[src/rtl/fcc_cmd_arbiter.sv]
// Round-robin scheduler sharing one NAND controller command port among NUM_CH fcc channels.
// Define FCC_ARB_STATS_EN to enable the per-channel issued-command counters on o_grant_cnt.
module fcc_cmd_arbiter #(
   parameter int unsigned NUM_CH = 4,
   parameter int unsigned REQ_W  = 240,
   parameter int unsigned CH_W   = 3
) (
   input  logic                    nand_usr_clk,
   input  logic                    nand_usr_rstn,
   input  logic [NUM_CH-1:0]       i_ch_cmd_valid,
   input  logic [NUM_CH*REQ_W-1:0] i_ch_req,
   output logic [NUM_CH-1:0]       o_ch_cmd_ready,
   input  logic [NUM_CH-1:0]       i_ch_rbuf_ready,
   input  logic [NUM_CH*24-1:0]    i_ch_wdata_avail,
   input  logic                    i_cmd_ready,
   output logic                    o_cmd_valid,
   output logic [REQ_W-1:0]        o_req,
   output logic [CH_W-1:0]         o_grant_ch,
   output logic [NUM_CH*16-1:0]    o_grant_cnt
);

   typedef enum logic [0:0] {StIdle, StIssue} state_e;

   state_e            state_q;
   logic [CH_W-1:0]   rr_ptr_q;
   logic [CH_W-1:0]   grant_q;
   logic              cmd_valid_q;
   logic [REQ_W-1:0]  req_q;

   logic [NUM_CH-1:0] cand;
   logic [CH_W-1:0]   win_hi, win_lo, win, rr_next;
   logic              found_hi, found_lo, found;

   // A program needs ceil(len/4) buffered words; 25-bit math keeps len+3 from overflowing.
   always_comb begin
      cand = '0;
      for (int k = 0; k < NUM_CH; k++) begin
         unique case (i_ch_req[k*REQ_W +: 2])
            2'b01: cand[k] = i_ch_cmd_valid[k] &&
                             ({1'b0, i_ch_wdata_avail[k*24 +: 24]} >=
                              (({1'b0, i_ch_req[k*REQ_W+80 +: 24]} + 25'd3) >> 2));
            2'b10: cand[k] = i_ch_cmd_valid[k] & i_ch_rbuf_ready[k];
            default: cand[k] = i_ch_cmd_valid[k];
         endcase
      end
   end

   // Lowest candidate at/after rr_ptr wins; otherwise wrap to the lowest candidate overall.
   always_comb begin
      found_hi = 1'b0;
      found_lo = 1'b0;
      win_hi   = '0;
      win_lo   = '0;
      for (int i = NUM_CH - 1; i >= 0; i--) begin
         if (cand[i]) begin
            found_lo = 1'b1;
            win_lo   = CH_W'(i);
            if (CH_W'(i) >= rr_ptr_q) begin
               found_hi = 1'b1;
               win_hi   = CH_W'(i);
            end
         end
      end
   end

   assign found   = found_hi | found_lo;
   assign win     = found_hi ? win_hi : win_lo;
   assign rr_next = (win == CH_W'(NUM_CH - 1)) ? '0 : win + CH_W'(1);

   always_comb begin
      o_ch_cmd_ready = '0;
      if (nand_usr_rstn && (state_q == StIdle) && found) begin
         o_ch_cmd_ready[win] = 1'b1;
      end
   end

   always_ff @(posedge nand_usr_clk or negedge nand_usr_rstn) begin
      if (!nand_usr_rstn) begin
         state_q     <= StIdle;
         rr_ptr_q    <= '0;
         grant_q     <= '0;
         cmd_valid_q <= 1'b0;
         req_q       <= '0;
      end else begin
         unique case (state_q)
            StIdle: begin
               if (found) begin
                  req_q       <= i_ch_req[win*REQ_W +: REQ_W];
                  grant_q     <= win;
                  rr_ptr_q    <= rr_next;
                  cmd_valid_q <= 1'b1;
                  state_q     <= StIssue;
               end
            end
            StIssue: begin
               if (i_cmd_ready && cmd_valid_q) begin
                  cmd_valid_q <= 1'b0;
                  state_q     <= StIdle;
               end
            end
            default: state_q <= StIdle;
         endcase
      end
   end

   assign o_cmd_valid = cmd_valid_q;
   assign o_req       = req_q;
   assign o_grant_ch  = grant_q;

`ifdef FCC_ARB_STATS_EN
   logic [NUM_CH*16-1:0] cnt_q;

   always_ff @(posedge nand_usr_clk or negedge nand_usr_rstn) begin
      if (!nand_usr_rstn) begin
         cnt_q <= '0;
      end else if (cmd_valid_q && i_cmd_ready) begin
         cnt_q[grant_q*16 +: 16] <= cnt_q[grant_q*16 +: 16] + 16'd1;
      end
   end

   assign o_grant_cnt = cnt_q;
`else
   assign o_grant_cnt = '0;
`endif

endmodule

[config.mk]
export PLATFORM = sky130hd
export DESIGN_NAME = fcc_cmd_arbiter
export DESIGN_NICKNAME = d
export VERILOG_FILES = /design/src/rtl/fcc_cmd_arbiter.sv
export SDC_FILE = /design/constraint.sdc
export NUM_CORES = 1
export LEC_CHECK = 0
export ABC_CLOCK_PERIOD_IN_PS = 19100
export CAP_MARGIN = 20
export CORE_AREA = 8 8 529 531
export CTS_CLUSTER_DIAMETER = 30
export DETAILED_ROUTE_END_ITERATION = 8
export DIE_AREA = 0 0 537 539
export SLEW_MARGIN = 0
export SYNTH_ARGS = -nofsm -noshare
export SYNTH_HDL_FRONTEND = slang
export SYNTH_SLANG_ARGS = --single-unit
[constraint.sdc]
create_clock -name nand_usr_clk -period 19.1 [get_ports nand_usr_clk]
set_input_delay 2.865 -clock nand_usr_clk [delete_from_list [all_inputs] [get_ports nand_usr_clk]]
set_output_delay 2.865 -clock nand_usr_clk [all_outputs]
set_load 0.03 [all_outputs]
==> results of run 1 <==
[synthesized netlist by cell type (8+ instances only)]
cell type  instances  share of area, %
nand3_1           26              0.67
nor3b_1           95               3.7
clkbuf_1          84               1.6
and2_1             8              0.26
xor2_1            38               1.7
ha_1             104               6.7
and3_1            13              0.42
buf_2             26              0.67
o221ai_1         143               6.4
mux2i_1          381                20
nor3_1            17              0.44
xnor2_1           46               2.1
nor2_1           120               2.3
o21a_1             9              0.35
a211oi_1         197               7.6
inv_1             24              0.46
dfrtp_1          246                32
o21ai_0           19              0.49
nand4_1           15              0.48
and4_1            13              0.58
a21oi_1           39               1.0
nand2_1          207               4.0
buf_6             27               1.6
buf_4             80               3.1
[area by class of cell]
class                   count  area, um^2
fillers                 30600      231000
repair buffers           1350       13500
multi-input cells        1611       12200
flip-flops and latches    246        6160
well taps                3589        4490
clock buffers             172        3290
clock inverters            33         604
diodes                    131         328
inverters                  26         103
[metal layers]
metal / wire, um / part of all wire, %
met3: 35800 / 15
met5: 1480 / 0.62
met1: 86100 / 36
met4: 12500 / 5.2
met2: 104000 / 43
[per-stage QoR]
stage / total power, mW / cells / instance area (um^2) / utilization [%] / worst slack, ps
2_1_floorplan: 2.24 / 2102 / 19700 / - / 8830
3_3_place_gp: 3.66 / 6820 / 36400 / 13.4 / 5500
3_5_place_dp: 3.69 / 6821 / 36400 / 13.4 / 5430
4_1_cts: 5.62 / 7026 / 40300 / 14.8 / 5390
5_1_grt: 5.77 / 7119 / 40600 / 14.9 / 5030
6_report: 5.52 / 7158 / 40700 / 15.0 / 5440
[state kept, by name (all words and copies together), names as in the netlist]
| register | flops |
|---|---|
| o_cmd_valid | 1 |
| o_grant_ch | 2 |
| o_req | 240 |
| rr_ptr_q | 2 |
| state_q | 1 |
[cells in the final DEF (no fill, tap or decap), types with 92 or more instances in the layout]
cell,n
o221ai_1,143
nand2_1,206
a211oi_1,196
clkdlybuf4s50_1,1311
diode_2,131
mux2i_1,381
clkbuf_16,113
dfrtp_1,246
nor3b_1,92
ha_1,104
nor2_1,120
[worst reg2reg max path, cell delays in order (launching register included)]
cell      delay, ps
dfrtp_1         530
nor2_1           70
o21ai_1         170
o221ai_4        470
nor2_4          770
buf_4           730
buf_4           840
buf_4           850
mux2i_1         530
o221ai_1        200
[how the worst max path moves through the flow]
| stage | end | slack (ps) | cells after the start | from |
|---|---|---|---|---|
| 6_report | o_ch_cmd_ready[0] | 5440 | 23 | i_ch_req[323] |
| 4_1_cts | o_ch_cmd_ready[0] | 5390 | 23 | i_ch_req[323] |
| 3_3_place_gp | o_ch_cmd_ready[0] | 5500 | 23 | i_ch_req[323] |
| 3_5_place_dp | o_ch_cmd_ready[0] | 5430 | 23 | i_ch_req[323] |
| 5_1_grt | o_ch_cmd_ready[0] | 5030 | 23 | i_ch_req[323] |
| 2_1_floorplan | o_ch_cmd_ready[2] | 8830 | 23 | i_ch_req[320] |
[power breakdown]
group	internal (mW)	leakage, nW	total, mW	switching, mW
Combinational	1.00	10.1	2.70	1.70
Clock	1.35	1.90	1.88	0.529
Sequential	0.779	2.92	0.947	0.168
[logic make-up (layout without fill, tap and decap cells)]
group                    count (synthesis)  in the layout
adder cells (fa/ha/maj)                104            104
AND/OR/NAND/NOR                        534            534
XOR/XNOR                                84             84
buffers and inverters                  245           1581
AO/OA/AOI/OAI                          443            443
multiplexers                           381            381
flip-flops                             246            246
other                                    1            196
==> flow_summary_export.csv, run 1 <==
group,metric,value,unit
outcome,outcome,"finished clean",
floorplan,coreArea,272000,um^2
grt,antenna_found_initial,281,
timing,worstMarginPinSlew,1110,ps
drt,dr.first_iter.drc_count,1946,
grt,grt_first_pass_wirelength,294000,um
yosys,synth_top_family_by_area,"multiplexers",
yosys,yosysSeqAreaShare,31.6,%
grt,grtUsageMet1,16.5,%
timing,fmax,73.2,MHz
yosys,yosysWarnings,0,
timing,slew_headroom,25.7,%
timing,finalSetupViolCount,0,
clock_network,htree_levels,3,
setup_path,slowest_stage,"nor2_4",
floorplan,fp.dieArea,289000,um^2
timing,finalCriticalPeriod,13660,ps
pwr,ir_drop,0.0944,mV
floorplan,num_rows,192,
yosys,synth-main-ff-cell,"dfrtp_1",
worst_hold_path,worstHoldPathCells,2,
timing,clock_skew,21.0,ps
yosys,netlist_area,19500,um^2
drt,viasPerCell,3.46,
clock_network,ctsHoldBuffers,0,
setup_path,required,16230,ps
clock_network,cts.sinks,246,
yosys,synth-xor-area-share,3.77,%
setup_path,ff2ff_setup_slack,13770,ps
setup_path,slowest_delay,770,ps
grt,grt_pass1_vias,25500,
setup_path,cp.arrival,10800,ps
place,dp_hpwl,211000,um
floorplan,die_x,537,um
finish,drive_gt1_share,6.60,%
yosys,async_flop_share,100,%
grt,grt_overflow,0,
yosys,synth.avg_cell_area,9.57,um^2
place,io_buffers,1313,
timing,hold_viol,0,
setup_path,critPathMaxFanout,76,
finish,area_delta_synth_final,108,%
setup_path,worstPathBufferInverterCount,4,
place,place.gp.congestion,0.970,
timing,fin_crit_sh,71.5,%
drt,wirelength,240000,um
grt,grt_max_degree,95,
clock_network,cts_resized,0,
timing,slew_violations,0,
setup_path,critical_path.top_delay_family,"simple AND/OR/NAND/NOR gates",
clock_network,clock-root-buffer,"clkbuf_16",
setup_path,startpoint_type,"primary input",
drt,firstDrtPassIters,5,
setup_path,critical_path_class,"primary input to output port",
yosys,synth-seq-cells,246,
worst_hold_path,worstHoldPathType,"register to register",
yosys,synthSimpleGateAreaFrac,13.6,%
drt,antenna_left,0,
yosys,muxShareOfSynthArea,19.6,%
grt,busiest_layer,"met2",
setup_path,r2r-end,"o_req[145]",
timing,rsz0062_at_grt,"no",
yosys,synthCells,2038,
clock_network,clock_latency,800,ps
finish,fin_nets,4519,
clock_network,cts_tree,"yes",
floorplan,initial_core_util,7.17,%
drt,vias,24700,
worst_hold_path,hold-path-endpoint,"o_req[237]",
run,maxCapViolations,0,
clock_network,cts_buffers,113,
yosys,synth_adder_area_share,6.67,%
setup_path,reg2reg_depth,9,
pwr,total_leakage_power,15.0,nW
worst_hold_path,min_from,"o_req[237]",
floorplan,die_y,539,um
setup_path,end_kind,"output port",
clock_network,cts.reportedPaths.clkPinSlew,40,ps
drt,drcViolationCount,0,
clock_network,clockBufferDepth,4,
pwr,power_density,136,nW/um^2
timing,whs,481,ps
grt,grtUsageTotal,15.7,%
drt,wire_per_inst,33.5,um
timing,setup_tns,0,ps
grt,use_met3,10.5,%
setup_path,r2r_start,"rr_ptr_q[1]",
yosys,synth_edf_count,0,
yosys,synth_compound_area_share,17.4,%
grt,gr-usage-met2,24.9,%
yosys,synth_cell_type_count,53,
floorplan,ioPinCount,1379,
clock_network,postCtsSetupBuffers,0,
setup_path,path_cells,"clkdlybuf4s50_1 > o2111a_1 > and4_1 > nand4_1 > nor3_1 > and3_1 > nand4_1 > nor2_1 > nand3_1 > xor2_1 > ha_1 > a21o_1 > a2111oi_2 > o21ai_1 > or4b_1 > nand2_1 > o221ai_4 > nor2_4 > buf_12 > inv_6 > ha_1 > and3_1 > clkdlybuf4s50_1",
Power figures use the tool's default switching activity.
==> run 2, diff against run 1 <==
- ABC_CLOCK_PERIOD_IN_PS: 19100 -> 12300
- clock period: 19.1 -> 12.3 ns (I/O delays scaled with it)
==> run 2 against run 1 <==
Global-route usage barely moved. Register-to-register slack worse by 5200 ps. Final area is 0.57% lower. Sequential share of layout area rose by 0.087 points. Critical path depth fell by 1. Final cell count fell by 0.52%. Die area did not move. Total power increased by 53%. Routed wire length is essentially flat. Largest power group unchanged. Highest routed layer unchanged.
==> flow_summary_export.csv, run 2 (same netlist as run 1, synthesis figures left out) <==
group,metric,value,unit
pwr,internal_power,4.70,mW
floorplan,die_x,537,um
grt,grt_overflow,0,
clock_network,cts_resized,0,
setup_path,critical_path_class,"primary input to output port",
finish,seq_area,6160,um^2
setup_path,startpoint_type,"primary input",
place,dp.cells,6817,
drt,drcViolationCount,0,
drt,viasPerCell,3.45,
finish,final_cells,7121,
worst_hold_path,worstHoldPathType,"register to register",
place,io_buffers,1313,
drt,wirelength,239000,um
timing,finalCriticalPeriod,10520,ps
finish,final_util,14.9,%
drt,dr.first_iter.drc_count,1699,
pwr,ir_drop,0.126,mV
pwr,power_density,208,nW/um^2
finish,nFillCells,30600,
pwr,clkPwrFrac,32.9,%
run,maxCapViolations,0,
drt,antenna_left,0,
drt,firstDrtPassIters,5,
finish,fin_nets,4511,
floorplan,fp.dieArea,289000,um^2
clock_network,htree_levels,3,
pwr,total_leakage_power,14.9,nW
grt,antenna_found_initial,295,
setup_path,critPathMaxFanout,5,
finish,drive_gt1_share,7.00,%
pwr,swShare,44.2,%
pwr,p_sw,3.72,mW
floorplan,ioPinCount,1379,
timing,slew_headroom,32.7,%
grt,busiest_layer,"met2",
timing,rsz0062_at_grt,"no",
drt,wire_per_inst,33.6,um
timing,clock_skew,54.7,ps
finish,area_delta_synth_final,107,%
clock_network,clockBufferDepth,4,
timing,setup_tns,0,ps
setup_path,end_kind,"output port",
finish,layout_commonest_cell,"clkdlybuf4s50_1",
clock_network,clock_latency,830,ps
timing,slew_violations,0,
grt,use_met3,9.82,%
clock_network,cts_tree,"yes",
place,dp_hpwl,210000,um
setup_path,cp.arrival,8670,ps
grt,grt_pass1_vias,25300,
grt,grt_max_degree,120,
timing,fin_crit_sh,85.5,%
floorplan,coreArea,272000,um^2
clock_network,postCtsSetupBuffers,0,
finish,multi_input_comb_area,12200,um^2
floorplan,initial_core_util,7.17,%
timing,hold_viol,0,
grt,gr-usage-met2,24.8,%
timing,finalSetupViolCount,0,
clock_network,cts_buffers,110,
grt,grtUsageTotal,15.7,%
pwr,seqPwrFrac,17.5,%
clock_network,cts.sinks,246,
finish,layout_common_cells,"clkdlybuf4s50_1, mux2i_1, dfrtp_1, nand2_1, a211oi_1",
floorplan,die_y,539,um
place,place.gp.congestion,0.935,
setup_path,required,10450,ps
pwr,pwr-share-comb,49.6,%
clock_network,ctsHoldBuffers,0,
timing,fmax,95.1,MHz
grt,grt_first_pass_wirelength,293000,um
drt,vias,24500,
finish,largest_reg_flops,240,
outcome,outcome,"finished clean",
grt,grtUsageMet1,17.2,%
clock_network,clock-root-buffer,"clkbuf_16",
clock_network,cts.reportedPaths.clkPinSlew,40,ps
floorplan,num_rows,192,
timing,worstMarginPinSlew,1010,ps
## run 2: power groups by stage
| stage | sequential, mW | clock (mW) | combinational, mW |
|---|---|---|---|
| global route | 1.52 | 2.90 | 4.39 |
| floorplan | 2.18 | 0 | 1.29 |
| global placement | 1.47 | 0 | 4.23 |
| detailed placement | 1.48 | 0 | 4.25 |
| CTS | 1.48 | 2.85 | 4.26 |
| finish | 1.48 | 2.77 | 4.17 |
## run 2: final timing paths
kind,cells after the start,slack (ps),start,end
min reg2reg,2,480,o_grant_ch[0],o_grant_ch[0]
min,2,480,o_grant_ch[0],o_grant_ch[0]
max,22,1780,i_ch_req[562],o_ch_cmd_ready[2]
min in group asynchronous,1,910,nand_usr_rstn,o_req[130]
max reg2reg,8,8540,rr_ptr_q[1],o_req[86]
max in group asynchronous,4,8840,nand_usr_rstn,o_req[58]
## run 2: layer usage
| layer | share of wire, % | vias to the layer above |
|---|---|---|
| met5 | 0.63 | - |
| met3 | 14 | 587 |
| li1 | - | 10400 |
| met2 | 44 | 1753 |
| met4 | 4.2 | 228 |
| met1 | 37 | 11600 |
## run 2: critical path: stages
cell,delay (ps)
clkdlybuf4s50_1,520
o21a_1,270
nand4_1,230
nor4_1,600
and3_1,370
nand3_1,100
nor3_1,330
and2_1,240
nand2_1,80
xor2_1,150
ha_1,210
a211oi_1,230
nand2_1,110
a2111oi_0,560
a31oi_1,370
nor2_1,400
o21ai_1,210
nor3_2,680
inv_2,160
ha_1,230
and3_1,150
clkdlybuf4s50_1,600
## run 2: cell type report
| class | count | area share, % |
|---|---|---|
| repair buffers | 1345 | 33.3 |
| multi-input cells | 1611 | 30.3 |
| flip-flops and latches | 246 | 15.2 |
| well taps | 3589 | 11.1 |
| clock buffers | 161 | 8.10 |
| clock inverters | 41 | 1.13 |
| diodes | 102 | 0.631 |
| inverters | 26 | 0.254 |
## run 2: through the flow
| stage | area, um^2 | setup slack, ps | hold WS, ps | power, mW |
|---|---|---|---|---|
| after floorplan | 19700 | 4070 | 474 | 3.47 |
| after global placement | 36400 | 1880 | 471 | 5.69 |
| after detailed placement | 36400 | 1750 | 473 | 5.73 |
| after CTS | 40200 | 1720 | 484 | 8.60 |
| after global routing | 40400 | 1420 | 502 | 8.82 |
| final | 40400 | 1780 | 478 | 8.42 |
==> run 3, diff against run 2 <==
- CORE_AREA: 8 8 529 531 -> 2 2 544 546
- DIE_AREA: 0 0 537 539 -> 0 0 546 548
==> run 3 against run 2 <==
Routed wire length increased by 5.8%. Non-clock buffer count rose by 14. Final cell count is 6.0% higher. Sequential share of layout area down 0.31 points. Global-route usage is 0.58 points higher. First-iteration DRC count down 15%. Core utilization down 0.79 points. Final area up 2.1%. Clock-buffer cell count grew 4. Critical endpoint unchanged.
==> flow_summary_export.csv, run 3 (same netlist as run 1, synthesis figures left out) <==
group,metric,value,unit
outcome,outcome,"finished clean",
drt,antenna_left,0,
clock_network,postCtsSetupBuffers,0,
timing,slew_violations,0,
place,dpl_worst_slack,2060,ps
grt,grt_pass1_vias,24700,
setup_path,startpoint_type,"primary input",
grt,grtUsageTotal,16.3,%
setup_path,end_kind,"output port",
clock_network,cts.reportedPaths.clkPinSlew,40,ps
timing,hold_viol,0,
drt,wire_per_inst,33.5,um
worst_hold_path,worstHoldPathType,"register to register",
clock_network,cts_tree,"yes",
pwr,ir_drop,0.129,mV
floorplan,die_y,548,um
floorplan,die_x,546,um
clock_network,ctsHoldBuffers,0,
setup_path,critPathMaxFanout,5,
setup_path,cp.arrival,8370,ps
floorplan,coreArea,293000,um^2
grt,grt_max_degree,105,
finish,fin_nets,4527,
clock_network,cts.sinks,246,
timing,finalSetupViolCount,0,
drt,vias,24800,
pwr,power_density,212,nW/um^2
finish,layout_common_cells,"clkdlybuf4s50_1, mux2i_1, dfrtp_1, nand2_1, a211oi_1",
finish,final_util,14.1,%
floorplan,fp.dieArea,299000,um^2
timing,setup_tns,0,ps
clock_network,cts_buffers,112,
setup_path,reg2reg_depth,9,
finish,layout_commonest_cell,"clkdlybuf4s50_1",
worst_hold_path,worstHoldPathCells,2,
place,dp_hpwl,224000,um
grt,antenna_found_initial,334,
grt,grt_overflow,0,
clock_network,clock_latency,820,ps
setup_path,critical_path_class,"primary input to output port",
timing,fmax,97.9,MHz
clock_network,htree_levels,3,
drt,drcViolationCount,0,
run,maxCapViolations,0,
timing,fin_crit_sh,83.0,%
timing,slew_headroom,26.0,%
drt,wirelength,253000,um
finish,drive_gt1_share,7.04,%
drt,viasPerCell,3.28,
drt,dr.first_iter.drc_count,1444,
timing,finalCriticalPeriod,10210,ps
setup_path,required,10450,ps
floorplan,initial_core_util,6.66,%
timing,worstMarginPinSlew,1100,ps
drt,firstDrtPassIters,8,
pwr,total_leakage_power,15.0,nW
timing,fin_ws,2090,ps
place,io_buffers,1313,
finish,area_delta_synth_final,112,%
finish,largest_reg_flops,240,
timing,clock_skew,30.2,ps
floorplan,num_rows,199,
grt,grt_first_pass_wirelength,306000,um
clock_network,clock-root-buffer,"clkbuf_16",
timing,rsz0062_at_grt,"no",
clock_network,cts_resized,0,
clock_network,clockBufferDepth,4,
place,place.gp.congestion,0.972,
floorplan,ioPinCount,1379,
[run 3: cell count changes in the layout (fill, tap and decap cells not counted), moves of 4 or more]
cell / delta
nor3b_1: +4
nor3b_2: -4
buf_4: +12
clkinv_4: -5
bufinv_16: +6
diode_2: +90
clkinv_2: -8
[run 3: cell type report]
class	instances	area, um^2
clock buffer	165	3350
sequential	246	6160
fill	33200	252000
clock inverter	32	526
antenna	192	480
tap	3919	4900
timing repair buffer	1359	13500
multi-input combinational	1611	12200
inverter	26	103
[run 3: power by group]
part	leakage (nW)	internal [mW]	switching, mW	total (mW)
Combinational	10.2	1.56	2.77	4.33
Sequential	2.92	1.21	0.289	1.50
Clock	1.92	2.09	0.834	2.92
[run 3: metrics by stage]
stage                     instance area (um^2)  power [mW]  instances  hold slack, ps
final                                    41300        8.75       7550             468
after global routing                     41100        9.13       7487             510
after CTS                                40800        8.91       7358             477
after detailed placement                 36900        5.90       7161             468
after global placement                   36900        5.87       7156             466
after floorplan                          19700        3.47       2102             474
[run 3: critical path, stage by stage]
cell and delay (ps):
clkdlybuf4s50_1 560, o2111a_1 280, and4_1 280, nand4_1 290, nor3_1 390, and3_1 270
nand4_1 120, nor2_1 390, nand3_1 150, xor2_1 170, ha_1 310, a21o_1 190
a2111oi_2 350, o21ai_1 190, or4b_1 570, and2_1 180, nor3_1 440, nor3_2 70
buf_4 210, inv_2 110, ha_1 160, and3_1 150, clkdlybuf4s50_1 670
[run 3: per-layer routing]
| layer | share of wire [%] | wire (um) | track usage [%] | up-vias |
|---|---|---|---|---|
| li1 | - | - | - | 10500 |
| met1 | 34 | 87200 | 16.2 | 11700 |
| met2 | 43 | 108000 | 24.6 | 1709 |
| met3 | 16 | 39500 | 11.6 | 664 |
| met4 | 6.7 | 16900 | 9.86 | 228 |
| met5 | 0.59 | 1490 | 0 | - |
[run 3: worst paths after layout]
path	slack [ps]	start	to
setup / recovery	2090	i_ch_req[323]	o_ch_cmd_ready[2]
hold / removal	470	o_grant_ch[0]	o_grant_ch[0]
setup reg to reg	8510	rr_ptr_q[1]	o_req[5]
hold reg to reg	470	o_grant_ch[0]	o_grant_ch[0]
max in group asynchronous	8790	nand_usr_rstn	o_req[33]
min in group asynchronous	890	nand_usr_rstn	o_req[235]
